### config.mk
export PLATFORM = sky130hd
export DESIGN_NAME = bus_synchro_arbiter_flat
export DESIGN_NICKNAME = d
export VERILOG_FILES = /design/src/rtl/bus_synchro_arbiter_if.sv /design/src/rtl/bus_synchro_arbiter.sv /design/src/flat_wrapper.sv
export SDC_FILE = /design/constraint.sdc
export NUM_CORES = 1
export LEC_CHECK = 0
export ABC_AREA = 1
export CAP_MARGIN = 30
export CORE_ASPECT_RATIO = 1.2
export CORE_UTILIZATION = 35
export CTS_CLUSTER_DIAMETER = 150
export DETAILED_ROUTE_END_ITERATION = 8
export GPL_TIMING_DRIVEN = 1
export PLACE_DENSITY = 0.7
export SLEW_MARGIN = 20
export SYNTH_ARGS = -nofsm -noshare
export SYNTH_HDL_FRONTEND = slang
export SYNTH_SLANG_ARGS = --single-unit
### constraint.sdc
create_clock -name aclk -period 1.6 [get_ports aclk]
set_input_delay 0.24 -clock aclk [delete_from_list [all_inputs] [get_ports aclk]]
set_output_delay 0.24 -clock aclk [all_outputs]
set_load 0.03 [all_outputs]
### src/rtl/bus_synchro_arbiter_if.sv
// Requester bus plus synchronizer source-side handshake, grouped for the arbiter.
// master = arbiter side, slave = requesters/synchronizer side.
interface bus_synchro_arbiter_if #(
    parameter int NB_REQ    = 4,
    parameter int BUS_WIDTH = 8,
    parameter int CNT_WIDTH = 16
);
    localparam int GW = $clog2(NB_REQ);

    logic [NB_REQ-1:0]           req_enable;
    logic [NB_REQ-1:0]           req_tvalid;
    logic [NB_REQ-1:0]           req_tready;
    logic [NB_REQ*BUS_WIDTH-1:0] req_tdata;
    logic                        syn_tvalid;
    logic                        syn_tready;
    logic [BUS_WIDTH-1:0]        syn_tdata;
    logic [GW-1:0]               grant_id;
    logic                        busy;
    logic [CNT_WIDTH-1:0]        xfer_cnt;

    modport master (
        input  req_enable, req_tvalid, req_tdata, syn_tready,
        output req_tready, syn_tvalid, syn_tdata, grant_id, busy, xfer_cnt
    );

    modport slave (
        output req_enable, req_tvalid, req_tdata, syn_tready,
        input  req_tready, syn_tvalid, syn_tdata, grant_id, busy, xfer_cnt
    );
endinterface

### src/rtl/bus_synchro_arbiter.sv
// Round-robin arbiter feeding one CDC synchronizer: grant in IDLE (tready same cycle), data registered, 1 cycle to syn_tvalid.
// Backpressure: SEND holds syn_tdata/grant_id until syn_tready; all requesters stalled meanwhile.
module bus_synchro_arbiter #(
    parameter int NB_REQ    = 4,
    parameter int BUS_WIDTH = 8,
    parameter int CNT_WIDTH = 16
) (
    input  logic                  aclk,
    input  logic                  srst,
    bus_synchro_arbiter_if.master bus
);
    localparam int GW = $clog2(NB_REQ);

    typedef enum logic {
        IDLE = 1'b0,
        SEND = 1'b1
    } state_t;

    state_t               r_state;
    state_t               w_next_state;
    logic [GW-1:0]        r_last_grant;
    logic [GW-1:0]        r_grant_id;
    logic [BUS_WIDTH-1:0] r_syn_tdata;
    logic [CNT_WIDTH-1:0] r_xfer_cnt;

    logic [NB_REQ-1:0]    w_elig;
    logic [NB_REQ-1:0]    w_tready;
    logic [GW-1:0]        w_winner;
    logic [GW-1:0]        w_idx;
    logic [BUS_WIDTH-1:0] w_win_data;
    logic                 w_found;
    logic                 w_take;
    logic                 w_done;
    int                   w_sum;

    assign w_elig = bus.req_tvalid & bus.req_enable;

    // Search starts one past the last grant and wraps, so the last winner has lowest priority.
    always_comb begin
        w_found  = 1'b0;
        w_winner = '0;
        w_sum    = 0;
        w_idx    = '0;
        for (int k = 1; k <= NB_REQ; k++) begin
            w_sum = int'(r_last_grant) + k;
            w_idx = GW'(w_sum % NB_REQ);
            if (!w_found && w_elig[w_idx]) begin
                w_found  = 1'b1;
                w_winner = w_idx;
            end
        end
    end

    always_comb begin
        w_win_data = '0;
        for (int i = 0; i < NB_REQ; i++) begin
            if (w_winner == GW'(i)) begin
                w_win_data = bus.req_tdata[i*BUS_WIDTH +: BUS_WIDTH];
            end
        end
    end

    always_ff @(posedge aclk) begin
        if (srst) begin
            r_state <= IDLE;
        end else begin
            r_state <= w_next_state;
        end
    end

    always_comb begin
        w_next_state = r_state;
        w_tready     = '0;
        w_take       = 1'b0;
        w_done       = 1'b0;
        case (r_state)
            IDLE: begin
                if (w_found && !srst) begin
                    w_tready[w_winner] = 1'b1;
                    w_take             = 1'b1;
                    w_next_state       = SEND;
                end
            end
            SEND: begin
                if (bus.syn_tready) begin
                    w_done       = 1'b1;
                    w_next_state = IDLE;
                end
            end
            default: w_next_state = IDLE;
        endcase
    end

    // Reset parks last_grant on the top index so requester 0 wins first.
    always_ff @(posedge aclk) begin
        if (srst) begin
            r_syn_tdata  <= '0;
            r_grant_id   <= '0;
            r_last_grant <= GW'(NB_REQ - 1);
            r_xfer_cnt   <= '0;
        end else begin
            if (w_take) begin
                r_syn_tdata  <= w_win_data;
                r_grant_id   <= w_winner;
                r_last_grant <= w_winner;
            end
            if (w_done) begin
                r_xfer_cnt <= r_xfer_cnt + CNT_WIDTH'(1);
            end
        end
    end

    assign bus.req_tready = w_tready;
    assign bus.syn_tvalid = (r_state == SEND);
    assign bus.busy       = (r_state == SEND) && !srst;
    assign bus.syn_tdata  = r_syn_tdata;
    assign bus.grant_id   = r_grant_id;
    assign bus.xfer_cnt   = r_xfer_cnt;
endmodule
### src/flat_wrapper.sv
// flat-port wrapper written by rule: the top's interface ports become plain ports
module bus_synchro_arbiter_flat 
#(
    parameter int NB_REQ    = 4,
    parameter int BUS_WIDTH = 8,
    parameter int CNT_WIDTH = 16
)
  (aclk, srst, bus_req_enable, bus_req_tvalid, bus_req_tdata, bus_syn_tready, bus_req_tready, bus_syn_tvalid, bus_syn_tdata, bus_grant_id, bus_busy, bus_xfer_cnt);
  bus_synchro_arbiter_if #(.NB_REQ(NB_REQ), .BUS_WIDTH(BUS_WIDTH), .CNT_WIDTH(CNT_WIDTH)) bus_i ();
  input  logic aclk;
  input  logic srst;
  input wire logic [$bits(bus_i.req_enable)-1:0] bus_req_enable;
  input wire logic [$bits(bus_i.req_tvalid)-1:0] bus_req_tvalid;
  input wire logic [$bits(bus_i.req_tdata)-1:0] bus_req_tdata;
  input wire logic [$bits(bus_i.syn_tready)-1:0] bus_syn_tready;
  output wire logic [$bits(bus_i.req_tready)-1:0] bus_req_tready;
  output wire logic [$bits(bus_i.syn_tvalid)-1:0] bus_syn_tvalid;
  output wire logic [$bits(bus_i.syn_tdata)-1:0] bus_syn_tdata;
  output wire logic [$bits(bus_i.grant_id)-1:0] bus_grant_id;
  output wire logic [$bits(bus_i.busy)-1:0] bus_busy;
  output wire logic [$bits(bus_i.xfer_cnt)-1:0] bus_xfer_cnt;
  assign bus_i.req_enable = bus_req_enable;
  assign bus_i.req_tvalid = bus_req_tvalid;
  assign bus_i.req_tdata = bus_req_tdata;
  assign bus_i.syn_tready = bus_syn_tready;
  assign bus_req_tready = bus_i.req_tready;
  assign bus_syn_tvalid = bus_i.syn_tvalid;
  assign bus_syn_tdata = bus_i.syn_tdata;
  assign bus_grant_id = bus_i.grant_id;
  assign bus_busy = bus_i.busy;
  assign bus_xfer_cnt = bus_i.xfer_cnt;
  bus_synchro_arbiter #(.NB_REQ(NB_REQ), .BUS_WIDTH(BUS_WIDTH), .CNT_WIDTH(CNT_WIDTH)) u_core (.aclk(aclk), .srst(srst), .bus(bus_i));
endmodule
==> results.py, run 1 <==
metrics = {
    "clock_network": {
        "hold_buffers": 0,
        "clk_root_buffer_cell": "clkbuf_8",
        "insertion_delay_ns": 0.28,
        "cts_buffers": 5,
        "cts.sink_count": 29,
        "clk_pin_slew_ns": 0.06,
        "cts_tree": "yes",
        "cts_max_path_buffers": 2,
        "htree_num_levels": 2,
    },
    "synthesis": {
        "yosysUniqueCellTypes": 35,
        "synthArstFlopShare_pct": 0,
        "ys_seq_elements": 29,
        "netlist.top_cell.by_area": "dfxtp_1",
        "postSynthNetCount": 314,
        "synth.avg_cell_area_um2": 6.835,
        "yosysWarnings": 0,
        "synth_most_common_cell": "nand2_1",
        "ys.flop_type": "dfxtp_1",
        "syn_inst": 270,
        "ys_seq_area_share_pct": 31.46,
        "yosysTopAreaCellShare_pct": 31.46,
        "synth-edff-count": 0,
        "netlist_area_um2": 1846,
        "synth_common_cells": "nand2_1, nand3_1, nor2_1, dfxtp_1, inv_1",
        "synthTopCellsByArea": "dfxtp_1, nand2_1, nand3_1, nor2_1, nand2_4",
    },
    "timing": {
        "rsz0062_at_grt": "yes",
        "min_period_ns": 2.134,
        "worst-slew-pin-transition_ns": 0.4404,
        "setup_viol": 17,
        "drv_slew": 0,
        "slew_headroom_pct": 70.61,
        "fin_skew_ns": 0.005384,
        "whs_ns": 0.2975,
        "period_share_pct": 133.4,
        "max_freq_mhz": 468.6,
        "hold_viol_final": 0,
        "setup_slack_ns": -0.5338,
    },
    "die": {
        "core_area_um2": 5010,
        "start_util_pct": 36.84,
        "die_area_um2": 5568,
        "io_pins": 75,
        "die_x_um": 68.29,
        "fp-row-count": 28,
        "die_h_um": 81.55,
    },
    "worst_hold_path": {
        "hold_path.class": "in2reg",
    },
    "critical_path": {
        "critPathArrivalTime_ns": 1.89,
        "worstSetupStartpointType": "flip-flop",
        "endpoint_kind": "output pin",
        "crit_required_ns": 1.36,
        "crit_type": "reg2out",
        "cp_max_fo": 5,
    },
    "cells_and_area": {
        "regArea_um2": 601.8,
        "multiInputGateArea_um2": 1371,
        "final_nets": 431,
        "stdcell_count": 448,
        "fin_area_um2": 3390,
        "num_antenna_cells": 0,
        "n_fill_cell": 426,
        "drive_above_1_share_pct": 36.08,
        "syn_to_final_growth_pct": 83.66,
    },
    "place": {
        "place_ws_ns": -0.6001,
        "dp_hpwl_um": 4094,
        "postPlaceCellArea_um2": 2982,
        "placed_cells": 427,
        "gp_congestion": 0.8958,
        "port_buffers": 74,
    },
    "route": {
        "wl_per_cell_um": 12.71,
        "first_pass_iters": 4,
        "wl_um": 5695,
        "antenna_left": 0,
        "post-route-drc-count": 0,
        "vias_per_cell": 4.879,
        "first_iter_violations": 74,
        "vias": 2186,
    },
    "grt": {
        "grt.overflow.total": 0,
        "grt_pass1_wl_um": 8763,
        "grt_usage_pct": 20.86,
        "grt_pass1_vias": 2081,
        "antenna_found_initial": 0,
        "grt_max_degree": 14,
    },
    "status": {
        "outcome": "complete, but fails checks",
        "violations": "negative setup slack",
    },
    "flow_run": {
        "max_cap_viol_count": 0,
    },
    "pwr": {
        "power.density_nw_per_um2": 1907,
        "p_leak_nw": 1.608,
        "ir_drop_mv": 1.331,
    },
}
==> sequential cells by signal, indices dropped and copies added (netlist names) <==
| register | count |
|---|---|
| u_core.bus.syn_tdata | 8 |
| u_core.bus.grant_id | 2 |
| u_core.bus.xfer_cnt | 16 |
| u_core.r_last_grant | 2 |
| u_core.bus.syn_tvalid | 1 |
==> final timing paths <==
| check | startpoint | end | slack (ns) | depth (start not counted) |
|---|---|---|---|---|
| max | u_core.r_last_grant[0] | bus_req_tready[1] | -0.53 | 11 |
| min | bus_syn_tready | u_core.bus.syn_tvalid | 0.30 | 3 |
| max reg2reg | u_core.r_last_grant[0] | u_core.bus.syn_tdata[1] | -0.46 | 16 |
| min reg2reg | u_core.bus.syn_tdata[0] | u_core.bus.syn_tdata[0] | 0.45 | 2 |
==> routing by layer <==
layer,wire length (um),GRT usage (%)
met1,2330,24.81
met2,2999,35.49
met3,233,3.750
met4,131,9.792
met5,0,0
==> area by class of cell <==
cell class              instances  share of cell area, %
inverters                      20                  2.510
repair buffers                118                  34.07
flip-flops and latches         29                  17.76
clock buffers                   7                  2.842
well taps                      60                  2.215
multi-input cells             213                  40.46
clock inverters                 1                 0.1477
==> per-stage QoR <==
stage | setup TNS (ns) | power [mW] | utilization, %
2_1_floorplan | -1.017 | 3.845 | -
3_3_place_gp | -10.41 | 4.963 | 59.52
3_5_place_dp | -10.96 | 5.014 | 59.52
4_1_cts | -4.487 | 6.052 | 63.59
5_1_grt | -8.649 | 6.911 | 67.66
6_report | -6.231 | 6.465 | 67.66
==> cell usage in the layout, fill, tap and decap left out, drive strengths merged, types with 2 or more instances in the layout <==
cell type,Yosys,routed
a21oi,14,14
buf,7,49
clkbuf,2,7
clkdlybuf4s50,0,50
dfxtp,29,29
dlygate4sd2,0,11
dlymetal6s2s,0,8
inv,20,20
nand2,82,82
nand3,38,38
nand3b,2,2
nand4,12,12
nor2,39,40
nor3,3,3
o211ai,2,2
o21a,3,3
o21ai,10,10
==> power by group <==
group          leakage, nW  switching [mW]  internal [mW]  total [mW]
Combinational         1.31            2.65           2.14        4.79
Clock               0.0542           0.277          0.388       0.665
Sequential           0.240           0.125          0.887        1.01
==> critical path, stage by stage, from the launching register on <==
cell     delay, ns
dfxtp_4       0.40
buf_8         0.15
nand2_4       0.06
nand2_4       0.11
nand2_2       0.08
nand2_2       0.10
nand4_1       0.09
nand2_1       0.09
nand2_2       0.10
buf_12        0.14
nor3_4        0.18
buf_6         0.15
==> cells by family (layout without fill, tap and decap cells) <==
logic type / after synthesis / count (layout) / synth area share (%)
AO/OA/AOI/OAI: 31 / 31 / 9.492
XOR/XNOR: 2 / 2 / 0.9493
adder cells (fa/ha/maj): 1 / 1 / 0.6779
buffers and inverters: 29 / 146 / 8.339
flip-flops: 29 / 29 / 31.46
AND/OR/NAND/NOR: 178 / 179 / 49.08
==> what timing repair did <==
| item | CTS | global route |
|---|---|---|
| pin swaps | 20 | 37 |
| endpoints found under the hold margin | 0 | 0 |
| endpoints found under the setup margin | 27 | 28 |
| gates cloned | 3 | 0 |
| buffers inserted | 3 | 8 |
| resized for setup | 35 | 42 |
Power figures use the tool's default switching activity.
==> run 2, diff against run 1 <==
--- a/config.mk
+++ b/config.mk
@@ -8,11 +8,10 @@
 export ABC_AREA = 1
 export CAP_MARGIN = 30
 export CORE_ASPECT_RATIO = 1.2
-export CORE_UTILIZATION = 35
+export CORE_UTILIZATION = 30
 export CTS_CLUSTER_DIAMETER = 150
 export DETAILED_ROUTE_END_ITERATION = 8
 export GPL_TIMING_DRIVEN = 1
-export PLACE_DENSITY = 0.7
 export SLEW_MARGIN = 20
 export SYNTH_ARGS = -nofsm -noshare
 export SYNTH_HDL_FRONTEND = slang
==> run 2 against run 1 <==
  * Clock-buffer cell count fell by 2
  * Largest cell class unchanged
  * Die area rose by 16%
  * Sequential cell count stayed put
  * Total power increased by 3.2%
  * The flow still finishes with violations (negative setup slack)
  * Non-clock buffer count is 6 higher
  * Sequential power barely moved
  * Register-to-register slack improved by 0.13 ns
==> results.py, run 2 (same netlist as run 1, synthesis figures left out) <==
metrics = {
    "clock_network": {
        "cts.sink_count": 29,
        "cts_tree": "yes",
        "htree_num_levels": 2,
        "clk_pin_slew_ns": 0.07,
        "hold_buffers": 0,
        "insertion_delay_ns": 0.27,
        "clk_root_buffer_cell": "clkbuf_8",
        "cts_buffers": 5,
        "cts_max_path_buffers": 2,
    },
    "route": {
        "first_iter_violations": 51,
        "antenna_left": 0,
        "post-route-drc-count": 0,
        "first_pass_iters": 4,
        "wl_per_cell_um": 12.88,
        "vias": 2229,
        "vias_per_cell": 4.712,
        "wl_um": 6090,
    },
    "timing": {
        "max_freq_mhz": 474.6,
        "setup_slack_ns": -0.5069,
        "worst-slew-pin-transition_ns": 0.3969,
        "period_share_pct": 131.7,
        "hold_viol_final": 0,
        "min_period_ns": 2.107,
        "fin_skew_ns": 0.0009046,
        "rsz0062_at_grt": "yes",
        "setup_viol": 17,
        "slew_headroom_pct": 73.51,
        "drv_slew": 0,
    },
    "grt": {
        "grt_pass1_vias": 2080,
        "grt_pass1_wl_um": 9335,
        "grt.overflow.total": 0,
        "grt_usage_pct": 18.68,
        "antenna_found_initial": 0,
        "grt_max_degree": 18,
    },
    "cells_and_area": {
        "post-route-util_pct": 60.71,
        "syn_to_final_growth_pct": 90.17,
        "final_cell_mix": "nand2_1, clkdlybuf4s50_1, buf_4",
        "regArea_um2": 604.3,
        "stdcell_count": 473,
        "largest_reg_flops": 16,
        "layout_commonest_cell": "nand2_1",
        "multiInputGateArea_um2": 1433,
        "drive_above_1_share_pct": 36.90,
        "final_nets": 436,
        "n_fill_cell": 552,
        "num_antenna_cells": 0,
    },
    "critical_path": {
        "slowest_stage": "dfxtp_4",
        "max_stage_delay_ns": 0.40,
        "cp_max_fo": 5,
        "worstSetupStartpointType": "flip-flop",
        "crit_required_ns": 1.36,
        "endpoint_kind": "output pin",
        "crit_path_frequent_cell": "nand3_2",
        "crit_path_cell_trace": "buf_12, nand3_2, nand3_2, nand2_4, nand3_4, o21ai_4, nor2_4, clkinv_4, nor3_4, buf_6",
        "crit_type": "reg2out",
        "critPathArrivalTime_ns": 1.87,
    },
    "die": {
        "core_area_um2": 5781,
        "start_util_pct": 31.93,
        "die_area_um2": 6471,
        "die_h_um": 87.92,
        "io_pins": 75,
        "fp-row-count": 30,
        "die_x_um": 73.60,
    },
    "pwr": {
        "p_leak_nw": 1.631,
        "ir_drop_mv": 1.200,
        "total_power_mw": 6.670,
        "power.density_nw_per_um2": 1901,
    },
    "worst_hold_path": {
        "hold_path.class": "in2reg",
    },
    "status": {
        "violations": "negative setup slack",
        "outcome": "complete, but fails checks",
    },
    "place": {
        "port_buffers": 74,
        "gp_congestion": 0.8192,
        "placed_cells": 453,
        "dp_hpwl_um": 4391,
    },
    "flow_run": {
        "max_cap_viol_count": 0,
    },
}
-- run 2: cell count changes in the layout (fill, tap and decap cells not counted), sizes merged --
cell / previous run / this run
nor2: 40 / 39
clkinv: 1 / 3
dlymetal6s2s: 8 / 9
dlygate4sd2: 11 / 10
clkbuf: 7 / 5
buf: 49 / 55
-- run 2: through the flow --
stage / cell area (um2) / hold slack, ns / setup TNS [ns] / setup WS [ns]
floorplan: 1999 / 0.3215 / -1.017 / -0.2503
global placement: 3052 / 0.4325 / -10.15 / -0.5517
detailed placement: 3052 / 0.4413 / -10.29 / -0.5668
CTS: 3227 / 0.4530 / -4.660 / -0.4935
global route: 3510 / 0.2778 / -7.021 / -0.6059
finish: 3510 / 0.2782 / -4.827 / -0.5069
-- run 2: layout make-up --
| cell class | count | share of cell area, % |
|---|---|---|
| clock buffer | 5 | 1.961 |
| tap | 80 | 2.852 |
| inverter | 20 | 2.567 |
| timing repair buffer | 124 | 34.12 |
| multi-input combinational | 212 | 40.82 |
| clock inverter | 3 | 0.4635 |
| sequential | 29 | 17.22 |
-- run 2: timing repair --
action	in CTS	in global routing
pin swaps	14	35
resized for setup	32	55
setup endpoints to repair	25	29
endpoints found under the hold margin	0	0
buffers inserted	3	9
gates cloned	1	0
-- run 2: critical path, delay by kind of cell, from the launching register on --
| family | cells | cell delay [ns] |
|---|---|---|
| AND/OR/NAND/NOR | 6 | 0.71 |
| flip-flops | 1 | 0.40 |
| buffers and inverters | 3 | 0.41 |
| AO/OA/AOI/OAI | 1 | 0.07 |
-- run 2: final timing paths --
check	to	cells after the start	start	slack (ns)
max reg2reg	u_core.bus.syn_tdata[1]	14	u_core.r_last_grant[0]	-0.33
min	u_core.bus.syn_tvalid	3	bus_syn_tready	0.28
max	bus_req_tready[1]	10	u_core.r_last_grant[0]	-0.51
min reg2reg	u_core.bus.grant_id[1]	2	u_core.bus.grant_id[1]	0.45
-- run 2: metal layers --
metal / routed length [um] / track usage [%]
met5: 0 / 0
met4: 157 / 4.895
met3: 160 / 3.107
met2: 3390 / 36.53
met1: 2382 / 20.32
-- run 2: report_power, final --
part	internal, mW	switching, mW
combinational	2.26	2.79
clock	0.301	0.290
sequential	0.891	0.133
total	3.46	3.22
